File: src/rtl/renkon_pkg.sv
// Shared types and defaults for the renkon line-buffer scheduler and its pad-mask helper.
package renkon_pkg;

    localparam int FSIZE_DEF  = 5;
    localparam int MAXIMG_DEF = 32;

    typedef enum logic [1:0] {
        IDLE = 2'd0,
        LOAD = 2'd1,
        EMIT = 2'd2,
        DONE = 2'd3
    } linebuf_sched_state_t;

    function automatic int padOf(input int fsize);
        return (fsize - 1) / 2;
    endfunction

endpackage

File: src/rtl/renkon_linebuf_padmask.sv
// Combinational zero-pad flags for one window step: which window rows and
// which column fall outside a square H x H image.
module renkon_linebuf_padmask
    import renkon_pkg::*;
#(
    parameter int FSIZE  = FSIZE_DEF,
    parameter int PAD    = padOf(FSIZE),
    parameter int LWIDTH = 6,
    parameter int XWIDTH = 6
) (
    input  logic [LWIDTH-1:0] i_orow,
    input  logic [LWIDTH-1:0] i_h,
    input  logic [XWIDTH-1:0] i_x,
    output logic [FSIZE-1:0]  o_row_pad,
    output logic              o_col_pad
);
    localparam int CWIDTH = ((LWIDTH > XWIDTH) ? LWIDTH : XWIDTH) + 2;

    logic [CWIDTH-1:0] w_h_pad;

    assign w_h_pad = CWIDTH'(i_h) + CWIDTH'(PAD);

    // Window row k is image row orow-PAD+k; compare with PAD added on both sides to stay unsigned.
    always_comb begin
        o_row_pad = '0;
        for (int k = 0; k < FSIZE; k++) begin
            o_row_pad[k] = ((CWIDTH'(i_orow) + CWIDTH'(k)) < CWIDTH'(PAD)) ||
                           ((CWIDTH'(i_orow) + CWIDTH'(k)) >= w_h_pad);
        end
    end

    assign o_col_pad = (CWIDTH'(i_x) < CWIDTH'(PAD)) || (CWIDTH'(i_x) >= w_h_pad);

endmodule

File: src/rtl/renkon_linebuf_sched.sv
// Line-buffer sequencer: loads pixel rows into FSIZE circular buffers and replays
// padded columns per output row so the window shifter sees "same"-padded windows.
module renkon_linebuf_sched
    import renkon_pkg::*;
#(
    parameter int FSIZE  = FSIZE_DEF,
    parameter int PAD    = padOf(FSIZE),
    parameter int MAXIMG = MAXIMG_DEF,
    parameter int LWIDTH = $clog2(MAXIMG + 1),
    parameter int RWIDTH = $clog2(FSIZE)
) (
    input  logic              clk,
    input  logic              rst,
    input  logic              i_req,
    input  logic [LWIDTH-1:0] i_img_size,
    output logic              o_ack,
    output logic              o_busy,
    input  logic              i_in_valid,
    output logic              o_in_ready,
    output logic              o_buf_we,
    output logic [FSIZE-1:0]  o_buf_wsel,
    output logic [LWIDTH-1:0] o_buf_waddr,
    input  logic              i_out_ready,
    output logic              o_buf_re,
    output logic [LWIDTH-1:0] o_buf_raddr,
    output logic [RWIDTH-1:0] o_buf_rbase,
    output logic [FSIZE-1:0]  o_row_pad,
    output logic              o_col_pad,
    output logic              o_win_valid,
    output logic              o_out_last
);
    localparam int XWIDTH = $clog2(MAXIMG + 2 * PAD + 1);
    localparam int CWIDTH = ((LWIDTH > XWIDTH) ? LWIDTH : XWIDTH) + 2;
    localparam logic [RWIDTH-1:0] RBASE_INIT = RWIDTH'((FSIZE - PAD) % FSIZE);
    localparam logic [RWIDTH-1:0] PTR_LAST   = RWIDTH'(FSIZE - 1);

    linebuf_sched_state_t r_state, w_next_state;

    logic [LWIDTH-1:0] r_h;
    logic [LWIDTH-1:0] r_wrow;
    logic [LWIDTH-1:0] r_wcol;
    logic [LWIDTH-1:0] r_orow;
    logic [XWIDTH-1:0] r_x;
    logic [RWIDTH-1:0] r_wptr;
    logic [RWIDTH-1:0] r_rbase;

    logic              w_need_load;
    logic              w_accept;
    logic              w_step;
    logic              w_x_last;
    logic              w_orow_last;
    logic              w_wcol_last;
    logic [FSIZE-1:0]  w_row_pad;
    logic              w_col_pad;

    // Rows are loaded only until the one needed by the bottom of the next window is present.
    assign w_need_load = (r_wrow < r_h) &&
                         (CWIDTH'(r_wrow) <= CWIDTH'(r_orow) + CWIDTH'(PAD));
    assign w_accept    = (r_state == LOAD) && w_need_load && i_in_valid;
    assign w_step      = (r_state == EMIT) && i_out_ready;
    assign w_x_last    = CWIDTH'(r_x) == CWIDTH'(r_h) + CWIDTH'(2 * PAD - 1);
    assign w_orow_last = r_orow == (r_h - LWIDTH'(1));
    assign w_wcol_last = r_wcol == (r_h - LWIDTH'(1));

    renkon_linebuf_padmask #(
        .FSIZE  (FSIZE),
        .PAD    (PAD),
        .LWIDTH (LWIDTH),
        .XWIDTH (XWIDTH)
    ) u_padmask (
        .i_orow    (r_orow),
        .i_h       (r_h),
        .i_x       (r_x),
        .o_row_pad (w_row_pad),
        .o_col_pad (w_col_pad)
    );

    always_ff @(posedge clk or posedge rst) begin
        if (rst) begin
            r_state <= IDLE;
        end else begin
            r_state <= w_next_state;
        end
    end

    always_ff @(posedge clk or posedge rst) begin
        if (rst) begin
            r_h     <= '0;
            r_wrow  <= '0;
            r_wcol  <= '0;
            r_orow  <= '0;
            r_x     <= '0;
            r_wptr  <= '0;
            r_rbase <= RBASE_INIT;
        end else begin
            case (r_state)
                IDLE: begin
                    if (i_req && (i_img_size != '0)) begin
                        r_h <= i_img_size;
                    end
                end
                LOAD: begin
                    if (w_accept) begin
                        if (w_wcol_last) begin
                            r_wcol <= '0;
                            r_wptr <= (r_wptr == PTR_LAST) ? '0 : r_wptr + RWIDTH'(1);
                            r_wrow <= r_wrow + LWIDTH'(1);
                        end else begin
                            r_wcol <= r_wcol + LWIDTH'(1);
                        end
                    end
                end
                EMIT: begin
                    if (w_step) begin
                        if (w_x_last) begin
                            r_x     <= '0;
                            r_orow  <= r_orow + LWIDTH'(1);
                            r_rbase <= (r_rbase == PTR_LAST) ? '0 : r_rbase + RWIDTH'(1);
                        end else begin
                            r_x <= r_x + XWIDTH'(1);
                        end
                    end
                end
                DONE: begin
                    r_wrow  <= '0;
                    r_wcol  <= '0;
                    r_orow  <= '0;
                    r_x     <= '0;
                    r_wptr  <= '0;
                    r_rbase <= RBASE_INIT;
                end
                default: begin
                    r_x <= '0;
                end
            endcase
        end
    end

    always_comb begin
        w_next_state = r_state;
        o_ack        = 1'b0;
        o_busy       = 1'b1;
        o_in_ready   = 1'b0;
        o_buf_wsel   = '0;
        o_buf_waddr  = '0;
        o_buf_re     = 1'b0;
        o_buf_raddr  = '0;
        o_buf_rbase  = '0;
        o_row_pad    = '0;
        o_col_pad    = 1'b0;
        o_win_valid  = 1'b0;
        o_out_last   = 1'b0;
        case (r_state)
            IDLE: begin
                o_busy = 1'b0;
                if (i_req) begin
                    w_next_state = (i_img_size != '0) ? LOAD : DONE;
                end
            end
            LOAD: begin
                o_in_ready  = w_need_load;
                o_buf_wsel  = FSIZE'(1) << r_wptr;
                o_buf_waddr = r_wcol;
                if (!w_need_load) begin
                    w_next_state = EMIT;
                end
            end
            EMIT: begin
                o_buf_re    = 1'b1;
                o_buf_raddr = w_col_pad ? '0 : LWIDTH'(r_x - XWIDTH'(PAD));
                o_buf_rbase = r_rbase;
                o_row_pad   = w_row_pad;
                o_col_pad   = w_col_pad;
                o_win_valid = r_x >= XWIDTH'(2 * PAD);
                o_out_last  = w_orow_last && w_x_last;
                if (w_step && w_x_last) begin
                    w_next_state = w_orow_last ? DONE : LOAD;
                end
            end
            DONE: begin
                o_ack        = 1'b1;
                w_next_state = IDLE;
            end
            default: begin
                w_next_state = IDLE;
            end
        endcase
    end

    assign o_buf_we = o_in_ready & i_in_valid;

endmodule

File: config.mk
export PLATFORM = sky130hd
export DESIGN_NAME = renkon_linebuf_sched
export DESIGN_NICKNAME = d
export VERILOG_FILES = /design/src/rtl/renkon_pkg.sv /design/src/rtl/renkon_linebuf_padmask.sv /design/src/rtl/renkon_linebuf_sched.sv
export SDC_FILE = /design/constraint.sdc
export NUM_CORES = 1
export LEC_CHECK = 0
export CORE_ASPECT_RATIO = 1.1
export CORE_UTILIZATION = 46
export CTS_BUF_LIST = sky130_fd_sc_hd__clkbuf_4
export DETAILED_ROUTE_END_ITERATION = 8
export DONT_BUFFER_PORTS = 1
export SETUP_SLACK_MARGIN = 0.1
export SYNTH_ARGS = -nofsm -noshare
export SYNTH_HDL_FRONTEND = slang
export SYNTH_SLANG_ARGS = --single-unit
File: constraint.sdc
create_clock -name clk -period 3.8 [get_ports clk]
set_input_delay 1.14 -clock clk [delete_from_list [all_inputs] [get_ports clk]]
set_output_delay 1.14 -clock clk [all_outputs]
set_load 0.005 [all_outputs]
==> impl_results.rst <==
.. list-table::
   :header-rows: 1

   * - Metric
     - Value
   * - Layout-stage area growth over the synthesis result
     - 11.6%
   * - Path type of the worst setup path
     - reg2out
   * - Max_cap viols
     - 0
   * - Antenna violations before repair
     - 0
   * - EDFF count, synth
     - 0
   * - Clock Sinks
     - 38
   * - Area of combinational cells with multiple inputs
     - 3010 µm²
   * - Last element of the critical path
     - o_in_ready
   * - First-iteration detailed-routing DRC count
     - 220
   * - Die footprint
     - 9170 µm²
   * - Vias in the first global route
     - 3404
   * - Cts hold-fix bufs
     - 0
   * - Worst Path Arrival
     - 2490 ps
   * - Share of total power in combinational logic
     - 0.685
   * - Source-to-sink clock delay at the later pin of the worst-skew pair
     - 360 ps
   * - DP Worst Slack
     - 363 ps
   * - Layout Utilization
     - 0.534
   * - ANT nets after route
     - 0
   * - CTS tree
     - yes
   * - Largest driver fanout on the critical path
     - 7
   * - Total number of vias
     - 3496
   * - CP startpoint
     - r_orow[1]
   * - Post-synthesis sequential element count
     - 38
   * - Number of pins exceeding their max-slew limit in the final report
     - 0
   * - Setup TNS
     - 0 ps
   * - Cell Area, Synth
     - 4050 µm²
   * - Routed WL
     - 10600 µm
   * - Final routed wire length divided by cell count
     - 17.3 µm
   * - Proportion of synthesized flip-flops having asynchronous set or reset
     - 1.00
   * - Cell area after placement
     - 4260 µm²
   * - Unrepaired setup endpoints after global routing
     - yes
   * - Library cells used by synthesis
     - 57
   * - Clk buf depth
     - 2
   * - Floorplan die height
     - 100 µm
   * - Global-route wire length before repair
     - 17600 µm
   * - Result of the run
     - complete, no violations
   * - Filler cell count in the final layout
     - 790
   * - Sequential standard cell area
     - 960 µm²
   * - Internal Dissipation
     - 1370 µW
   * - IO buf count
     - 0
   * - Number of buffers inserted during clock tree synthesis
     - 5
   * - Floorplan row count
     - 35
   * - Reg-to-reg critical path startpoint
     - r_orow[2]
   * - # H-tree levels
     - 2
   * - Maximum clock skew at final layout
     - 14.9 ps
   * - Power per standard cell area
     - 594 nW/µm²
   * - Final estimated routing congestion in global placement
     - 0.888
   * - Mean instance size in the synthesized netlist
     - 8.43 µm²
   * - Synthesis warning total
     - 0
   * - Period utilization
     - 0.956
   * - Worst min-delay path class
     - reg2reg
   * - CP required
     - 2660 ps
   * - Half-perimeter wire length after detailed placement
     - 7860 µm
   * - Post-Layout Inst Area
     - 4520 µm²
   * - Syn_nets
     - 559
   * - Buffer type at the clock tree root
     - clkbuf_4
   * - Number of nets in the layout
     - 577
   * - DR pass1 iterations
     - 4
   * - Fin. Hold Viols
     - 0
   * - CP endpoint kind
     - output port
   * - Final Setup Violations
     - 0
   * - Net switching power
     - 1310 µW
   * - GRT Residual Overflow
     - 0
   * - Number of primary I/O pins
     - 44
   * - Cells on Worst Hold Path
     - 1
   * - Pin count of the biggest net entering global routing
     - 39
   * - Sw Ratio
     - 0.490
   * - R2r endpoint
     - r_wrow[4]
   * - Maximum frequency from static timing analysis
     - 275 MHz
   * - Part of the total power dissipated in the clock network
     - 0.084
   * - Register clock-pin slew on the reported worst setup and hold paths
     - 140 ps
   * - Post-DR vias/cell
     - 5.73
   * - Maximum vdd drop
     - 249 µV
   * - Leakage power total
     - 0.00217 µW
   * - Worst Setup Slack, final
     - 169 ps
   * - Core outline area
     - 8450 µm²
   * - Fraction of layout cells with a size suffix above 1
     - 0.150
   * - Internal reg-to-reg setup slack
     - 840 ps
   * - Overall track demand over capacity in global routing
     - 0.243
   * - Die span in x
     - 91.4 µm
   * - Inserted Diodes
     - 0
   * - Crit path launch type
     - flip-flop
   * - Cells after Synth
     - 480
   * - Min Tclk post-route
     - 3630 ps
   * - Logic depth of the worst register-to-register path
     - 13
   * - Starting density of the core
     - 0.479
   * - Primary flip-flop cell chosen by synthesis mapping
     - dfrtp_1
   * - Number of remaining DRC errors
     - 0
   * - Slew Limit Headroom
     - 0.557
   * - Slew at the pin closest to its max-slew limit
     - 663 ps
   * - Sequential share of power
     - 0.231
   * - Portion of the post-synthesis area used by sequential elements
     - 0.236
-- power by group through the flow --
stage | Combinational, µW | Clock (µW) | Sequential, µW
2_1_floorplan | 1240 | 0 | 590
3_3_place_gp | 1640 | 0 | 626
3_5_place_dp | 1670 | 0 | 629
4_1_cts | 1730 | 231 | 623
5_1_grt | 2060 | 242 | 636
6_report | 1840 | 225 | 621
-- registers in the layout, summed over array words and instances (netlist names) --
signal   cells
r_wrow       6
r_rbase      3
r_orow       6
r_wptr       3
r_state      2
r_h          6
r_wcol       6
r_x          6
-- cells in the mapped netlist (14+ instances only) --
cell type	n	area (µm²)
a21oi_1	23	115
dfrtp_1	36	901
ha_1	68	851
inv_1	38	143
nand2_1	44	165
nand3_1	20	100
nor2_1	26	97.6
nor3_1	14	70.1
o21ai_0	31	155
xnor2_1	29	254
xor2_1	14	123
-- placed cells by master (no fill, tap or decap), types with 5 or more instances in the layout --
master	n
a21o_1	11
a21oi_1	23
and2_1	10
and3_1	8
buf_4	27
clkbuf_4	6
dfrtp_1	31
dfrtp_2	5
ha_1	65
inv_1	33
inv_2	5
nand2_1	43
nand2b_1	7
nand3_1	19
nor2_1	26
nor2b_1	8
nor3_1	8
nor3_2	7
o211ai_1	10
o21ai_0	31
o31ai_1	5
xnor2_1	25
xor2_1	14
-- logic make-up (layout without fill, tap and decap cells) --
group	count (synthesis)	count (layout)	synth area share
compound gates	110	110	0.179
xor+xnor	44	44	0.0987
fa+ha+maj	68	68	0.210
buf+inv	55	74	0.0554
flops	38	38	0.236
mux	4	4	0.0102
simple gates	161	161	0.211
-- stage by stage --
step / hold slack (ps) / total power (µW) / cells
after floorplan: 471 / 1830 / 480
after global placement: 499 / 2270 / 595
after detailed placement: 507 / 2300 / 595
after CTS: 525 / 2590 / 604
after global routing: 567 / 2940 / 610
final: 519 / 2680 / 610
-- critical path, stage by stage, from the launching register on --
cell,delay (ps)
dfrtp_2,470
buf_4,180
ha_1,260
xnor3_1,400
and3_1,190
a41oi_1,300
a31oi_4,160
buf_6,170
-- how the worst min path moves through the flow --
| stage | from | to | slack (ps) |
|---|---|---|---|
| floorplan | r_rbase[2] | r_rbase[2] | 470 |
| global placement | r_rbase[2] | r_rbase[2] | 500 |
| detailed placement | r_rbase[2] | r_rbase[2] | 510 |
| CTS | r_rbase[2] | r_rbase[2] | 530 |
| global route | r_rbase[2] | r_rbase[2] | 570 |
| finish | r_rbase[2] | r_rbase[2] | 520 |
-- final cells by class --
type,count,area share
Clock buffer,6,0.00998
Clock inverter,2,0.00194
Inverter,38,0.0316
Multi-Input combinational cell,387,0.666
Sequential cell,38,0.213
Tap cell,111,0.0308
Timing Repair Buffer,28,0.0474
-- what timing repair did --
item | 4_1_cts | 5_1_grt
setup buffers | 1 | 6
gates resized for setup | 16 | 17
endpoints found under the setup margin | 10 | 13
pin swaps | 3 | 6
-- per-layer routing --
layer  track usage  part of all wire
met4        0.0855             0.021
met1         0.315              0.46
met5             0                 0
met3        0.0311             0.034
met2         0.418              0.49
Note: power is estimated with default switching activity, not from simulation.
